==> src/rtl/fetch_stage.sv <==
// Instruction-fetch stage: owns the PC and the IF/ID register, fetches over a single-outstanding req/ack port.
// Optional macro FETCH_PERF_EN builds a saturating StallCount of fetch bubbles; otherwise StallCount is 0.
module fetch_stage #(
  parameter logic [31:0] RESET_PC  = 32'h0000_0000,
  parameter logic [31:0] NOP_INSTR = 32'h0000_0000
) (
  input  logic        clk,
  input  logic        reset,
  input  logic        PCWrite,
  input  logic        IFIDWrite,
  input  logic        IFIDFlush,
  input  logic [31:0] BranchTarget,
  output logic        imem_req,
  output logic [31:0] imem_addr,
  input  logic        imem_ack,
  input  logic [31:0] imem_rdata,
  output logic [31:0] IFID_PC4,
  output logic [31:0] IFID_Instr,
  output logic        IFID_Valid,
  output logic        FetchStall,
  output logic [31:0] StallCount,
  output logic [1:0]  dbg_state
);

  // Handshake: imem_req/imem_addr hold steady from the cycle req rises until the cycle imem_ack=1;
  // imem_rdata is taken only in a cycle where imem_req & imem_ack are both 1.

  typedef enum logic [1:0] {
    S_FETCH   = 2'd0,
    S_HOLD    = 2'd1,
    S_DISCARD = 2'd2
  } state_t;

  state_t      state, state_nxt;
  logic        run;
  logic        adv;
  logic [31:0] pc, pc_nxt, pc_plus4, target_al;
  logic [31:0] old_pc, old_pc_nxt;
  logic [31:0] buffer, buffer_nxt;
  logic [31:0] pc4_nxt, instr_nxt;
  logic        valid_nxt;
  logic        unused_target_bits;

  assign adv                = PCWrite & IFIDWrite;
  assign pc_plus4           = pc + 32'd4;
  assign target_al          = {BranchTarget[31:2], 2'b00};
  assign unused_target_bits = ^BranchTarget[1:0];
  assign dbg_state          = state;

  always_comb begin
    state_nxt  = state;
    pc_nxt     = pc;
    old_pc_nxt = old_pc;
    buffer_nxt = buffer;
    pc4_nxt    = IFID_PC4;
    instr_nxt  = IFID_Instr;
    valid_nxt  = IFID_Valid;
    imem_req   = 1'b0;
    imem_addr  = pc;
    FetchStall = 1'b0;

    case (state)
      S_FETCH:   imem_req = run;
      S_DISCARD: begin
        imem_req  = 1'b1;
        imem_addr = old_pc;
      end
      default:   imem_req = 1'b0;
    endcase

    if (IFIDFlush) begin
      instr_nxt = NOP_INSTR;
      valid_nxt = 1'b0;
      pc_nxt    = target_al;
      // An unanswered request must stay on the bus, so remember its address and wait it out.
      if (imem_req && !imem_ack) begin
        state_nxt  = S_DISCARD;
        old_pc_nxt = imem_addr;
      end else begin
        state_nxt = S_FETCH;
      end
    end else begin
      case (state)
        S_FETCH: begin
          if (run) begin
            if (imem_ack && adv) begin
              pc4_nxt   = pc_plus4;
              instr_nxt = imem_rdata;
              valid_nxt = 1'b1;
              pc_nxt    = pc_plus4;
            end else if (imem_ack) begin
              buffer_nxt = imem_rdata;
              state_nxt  = S_HOLD;
            end else if (adv) begin
              instr_nxt  = NOP_INSTR;
              valid_nxt  = 1'b0;
              FetchStall = 1'b1;
            end
          end
        end
        S_HOLD: begin
          if (adv) begin
            pc4_nxt   = pc_plus4;
            instr_nxt = buffer;
            valid_nxt = 1'b1;
            pc_nxt    = pc_plus4;
            state_nxt = S_FETCH;
          end
        end
        S_DISCARD: begin
          if (adv) begin
            instr_nxt = NOP_INSTR;
            valid_nxt = 1'b0;
          end
          if (imem_ack) state_nxt = S_FETCH;
        end
        default: state_nxt = S_FETCH;
      endcase
    end
  end

  // run keeps imem_req low until the first edge after reset is released.
  always_ff @(posedge clk or posedge reset) begin
    if (reset) begin
      state      <= S_FETCH;
      run        <= 1'b0;
      pc         <= RESET_PC;
      old_pc     <= 32'd0;
      buffer     <= 32'd0;
      IFID_PC4   <= 32'd0;
      IFID_Instr <= NOP_INSTR;
      IFID_Valid <= 1'b0;
    end else begin
      state      <= state_nxt;
      run        <= 1'b1;
      pc         <= pc_nxt;
      old_pc     <= old_pc_nxt;
      buffer     <= buffer_nxt;
      IFID_PC4   <= pc4_nxt;
      IFID_Instr <= instr_nxt;
      IFID_Valid <= valid_nxt;
    end
  end

`ifdef FETCH_PERF_EN
  logic [31:0] stall_count;

  always_ff @(posedge clk or posedge reset) begin
    if (reset) begin
      stall_count <= 32'd0;
    end else if (FetchStall && (stall_count != 32'hFFFF_FFFF)) begin
      stall_count <= stall_count + 32'd1;
    end
  end

  assign StallCount = stall_count;
`else
  assign StallCount = 32'd0;
`endif

endmodule

==> config.mk <==
export PLATFORM = sky130hd
export DESIGN_NAME = fetch_stage
export DESIGN_NICKNAME = d
export VERILOG_FILES = /design/src/rtl/fetch_stage.sv
export SDC_FILE = /design/constraint.sdc
export NUM_CORES = 1
export LEC_CHECK = 0
export BUFFER_PORTS_ARGS = -buffer_cell sky130_fd_sc_hd__buf_4
export CAP_MARGIN = 10
export CELL_PAD_IN_SITES_DETAIL_PLACEMENT = 0
export CELL_PAD_IN_SITES_GLOBAL_PLACEMENT = 1
export CORE_ASPECT_RATIO = 0.7
export CORE_MARGIN = 5
export CORE_UTILIZATION = 40
export CTS_BUF_LIST = sky130_fd_sc_hd__clkbuf_8
export DETAILED_ROUTE_END_ITERATION = 6
export PLACE_DENSITY = 0.8
export SYNTH_ARGS = -nofsm -noshare
export SYNTH_HDL_FRONTEND = slang
export SYNTH_SLANG_ARGS = --single-unit
==> constraint.sdc <==
create_clock -name clk -period 7.85 [get_ports clk]
set_input_delay 1.57 -clock clk [delete_from_list [all_inputs] [get_ports clk]]
set_output_delay 1.57 -clock clk [all_outputs]
set_load 0.01 [all_outputs]
==> flow_metrics.py <==
metrics = {
    "cells_and_area": {
        "antenna_cells": 0,
        "layout_common_cells": "buf_4, dfrtp_1, nand2_1, mux2_2, o21ai_0",
        "syn_to_final_growth_pct": 20.6,
        "final_common_cell": "buf_4",
        "drive_gt1_frac": 0.338,
        "fin_nets": 982,
        "fill_cells": 1902,
        "final_core_util": 0.492,
    },
    "synthesis": {
        "synth_area_per_cell_um2": 10.4,
        "yosysWarnings": 0,
        "synth-adder-area-share": 0.00615,
        "yosysSeqAreaShare": 0.492,
        "syn_inst": 780,
        "synth-compound-area-share": 0.117,
        "netlist_area_um2": 8130,
        "synthDistinctLibCells": 44,
        "synthSimpleGateAreaFrac": 0.123,
        "muxShareOfSynthArea": 0.130,
        "ys_seq_elements": 160,
        "synth_top_family_by_area": "multiplexers",
        "synthXorXnorAreaFrac": 0.0603,
    },
    "setup_path": {
        "critical_path_class": "primary input to output pin",
        "r2r-start": "dbg_state[0]",
        "reg2reg_depth": 7,
        "ff2ff_setup_slack_ns": 4.62,
        "critPathMaxFanout": 16,
        "cp.arrival_ns": 2.57,
        "worst-path-stages": 4,
        "cpLargestDelayFamily": "simple AND/OR/NAND/NOR gates",
        "cp_num_buf_inv": 2,
        "cpPeakStageDelay_ns": 0.38,
        "worst_setup_path_start_kind": "primary input",
        "cp_cell_sequence": "buf_4 -> nand2_1 -> nor4_1 -> buf_4",
        "critPathCaptureType": "output pin",
        "crit_required_ns": 6.28,
        "crit_slowest_cell": "nor4_1",
        "cp_common_cell": "buf_4",
        "r2r-end": "IFID_Instr[14]",
    },
    "power_and_ir_drop": {
        "p_leak_nw": 4.28,
        "ir_worst_vdd_mv": 0.132,
        "power.total_mw": 2.87,
        "p_per_area_nw_per_um2": 293,
    },
    "clock_tree": {
        "cts-root-buf": "clkbuf_8",
        "post-cts-setup-buffers": 0,
        "clk_pin_slew_worst_paths_ns": 0.09,
        "cts_resized": 0,
        "cts_tree": "built",
        "numCtsBuffers": 17,
        "ctsHoldBuffers": 0,
        "cts_sinks": 160,
        "clk_path_buf_depth": 2,
        "clk_latency_ns": 0.45,
        "htree_levels": 4,
    },
    "global_route": {
        "antenna_found_initial": 0,
        "grt_pass1_wl_um": 33800,
        "grtUsageTotal": 0.181,
        "grt_max_degree": 85,
        "grt-ovfl-total": 0,
        "grt_pass1_vias": 6162,
    },
    "detailed_routing": {
        "avgRoutedWirePerCell_um": 17.6,
        "ant_nets": 0,
        "dr.pass1.iters": 5,
        "dr_total_vias": 6113,
        "routed_wl_um": 21000,
        "drc_errors": 0,
        "via_per_inst": 5.13,
        "first_iter_violations": 318,
    },
    "die": {
        "die_x_um": 180,
        "die-area_um2": 23300,
        "coreArea_um2": 19900,
        "start_util": 0.408,
        "die_y_um": 129,
        "io-pin-count": 203,
        "num_rows": 43,
    },
    "sta": {
        "whs_ns": 0.486,
        "hold_viol": 0,
        "layout_min_cycle_time_ns": 4.14,
        "fin_crit_sh": 0.527,
        "max_slew_margin": 0.307,
        "report.final.slew_viol_count": 0,
        "finalSetupTns_ns": 0,
        "worstMarginPinSlew_ns": 1.04,
        "fin_worst_skew_ns": 0.0146,
        "setup_viol": 0,
        "max_freq_mhz": 242,
        "rsz0062_at_grt": "false",
    },
    "worst_hold_path": {
        "min_path_type": "register to register",
        "worstHoldPathCells": 2,
        "min_from": "IFID_PC4[12]",
        "hold_path_end": "IFID_PC4[12]",
    },
    "placement": {
        "port-buffer-count": 166,
        "place_congestion": 0.770,
        "dp_hpwl_um": 14300,
    },
    "outcome": {
        "status": "completed",
    },
    "flow_run": {
        "cap_violations": 0,
    },
}
==> area by class of cell <==
class	instances	area, um2	share of cell area
Tap cell	270	338	0.0345
Timing Repair Buffer	174	1310	0.133
Clock inverter	15	171	0.0175
Clock buffer	17	234	0.0239
Sequential cell	160	4000	0.408
Inverter	9	38.8	0.00396
Multi-Input combinational cell	546	3710	0.379
==> Yosys cell counts <==
cell | count | area [um2]
a211oi_1 | 1 | 7.51
mux2_2 | 92 | 1040
nand4_1 | 18 | 113
xnor2_1 | 17 | 149
o21ai_0 | 56 | 280
a31oi_1 | 1 | 6.26
a21boi_0 | 2 | 15.0
inv_1 | 9 | 33.8
nor2b_1 | 1 | 6.26
mux2i_1 | 2 | 20.0
nand3_2 | 2 | 20.0
o21ai_1 | 4 | 20.0
conb_1 | 2 | 7.51
o22ai_1 | 1 | 6.26
nor4_1 | 6 | 37.5
buf_1 | 7 | 26.3
or4_1 | 1 | 7.51
xor2_1 | 39 | 342
clkbuf_1 | 36 | 135
o2bb2ai_1 | 33 | 289
dfrtp_1 | 160 | 4000
buf_4 | 37 | 278
and2_1 | 5 | 31.3
or3_1 | 1 | 6.26
a31o_2 | 1 | 8.76
nand2_1 | 98 | 368
nand4bb_1 | 1 | 11.3
nand2b_1 | 2 | 12.5
o21a_1 | 1 | 7.51
buf_6 | 1 | 11.3
a21oi_1 | 28 | 140
buf_2 | 17 | 85.1
nor3_2 | 1 | 10.0
nand3_1 | 33 | 165
nor2_1 | 15 | 56.3
a22oi_1 | 20 | 150
nor3_1 | 8 | 40.0
nor4_2 | 1 | 12.5
nor3b_2 | 1 | 12.5
and3_1 | 6 | 37.5
o21ai_2 | 1 | 8.76
ha_1 | 4 | 50.1
and4_1 | 6 | 52.6
a21o_1 | 2 | 15.0
==> power by group <==
| group | internal [mW] | switching [mW] | total [mW] |
|---|---|---|---|
| combinational | 0.482 | 0.479 | 0.961 |
| sequential | 1.10 | 0.177 | 1.27 |
| clock | 0.292 | 0.343 | 0.635 |
==> metrics by stage <==
step                      instance area, um2  cells  setup WS, ns
after floorplan                         8260    813          1.96
after global placement                  9400   1159          3.74
after detailed placement                9400   1159          3.70
after CTS                               9800   1191          3.70
after global routing                    9800   1191          3.64
final                                   9800   1191          3.71
==> flip-flops by register name, summed over array words and instances, names as in the netlist <==
signal,cells
dbg_state,2
pc,30
run,1
old_pc,32
IFID_Instr,32
IFID_Valid,1
IFID_PC4,30
buffer,32
==> worst min-delay path, stage by stage (launching register included) <==
cell and delay (ns):
dfrtp_1 0.35, nand2_1 0.05, o21ai_0 0.06
==> metal layers <==
layer	GRT usage	vias to the layer above	wire [um]	part of all wire
met5	0	-	0	0
met4	0.0431	0	237	0.011
met3	0.0578	13	1420	0.068
met2	0.262	169	9100	0.43
met1	0.265	3004	10300	0.49
li1	-	2927	-	-
==> worst max-delay path by stage <==
stage,start,endpoint,slack [ns]
after floorplan,reset,IFID_Instr[0],1.96
after global placement,PCWrite,FetchStall,3.74
after detailed placement,PCWrite,FetchStall,3.70
after CTS,PCWrite,FetchStall,3.70
after global routing,PCWrite,FetchStall,3.64
final,PCWrite,FetchStall,3.71
==> logic make-up after synthesis <==
| family | after synthesis |
|---|---|
| compound gates | 151 |
| xor+xnor | 56 |
| fa+ha+maj | 4 |
| buf+inv | 107 |
| flops | 160 |
| mux | 94 |
| other cells | 2 |
| simple gates | 206 |
Note: power is estimated with default switching activity, not from simulation.
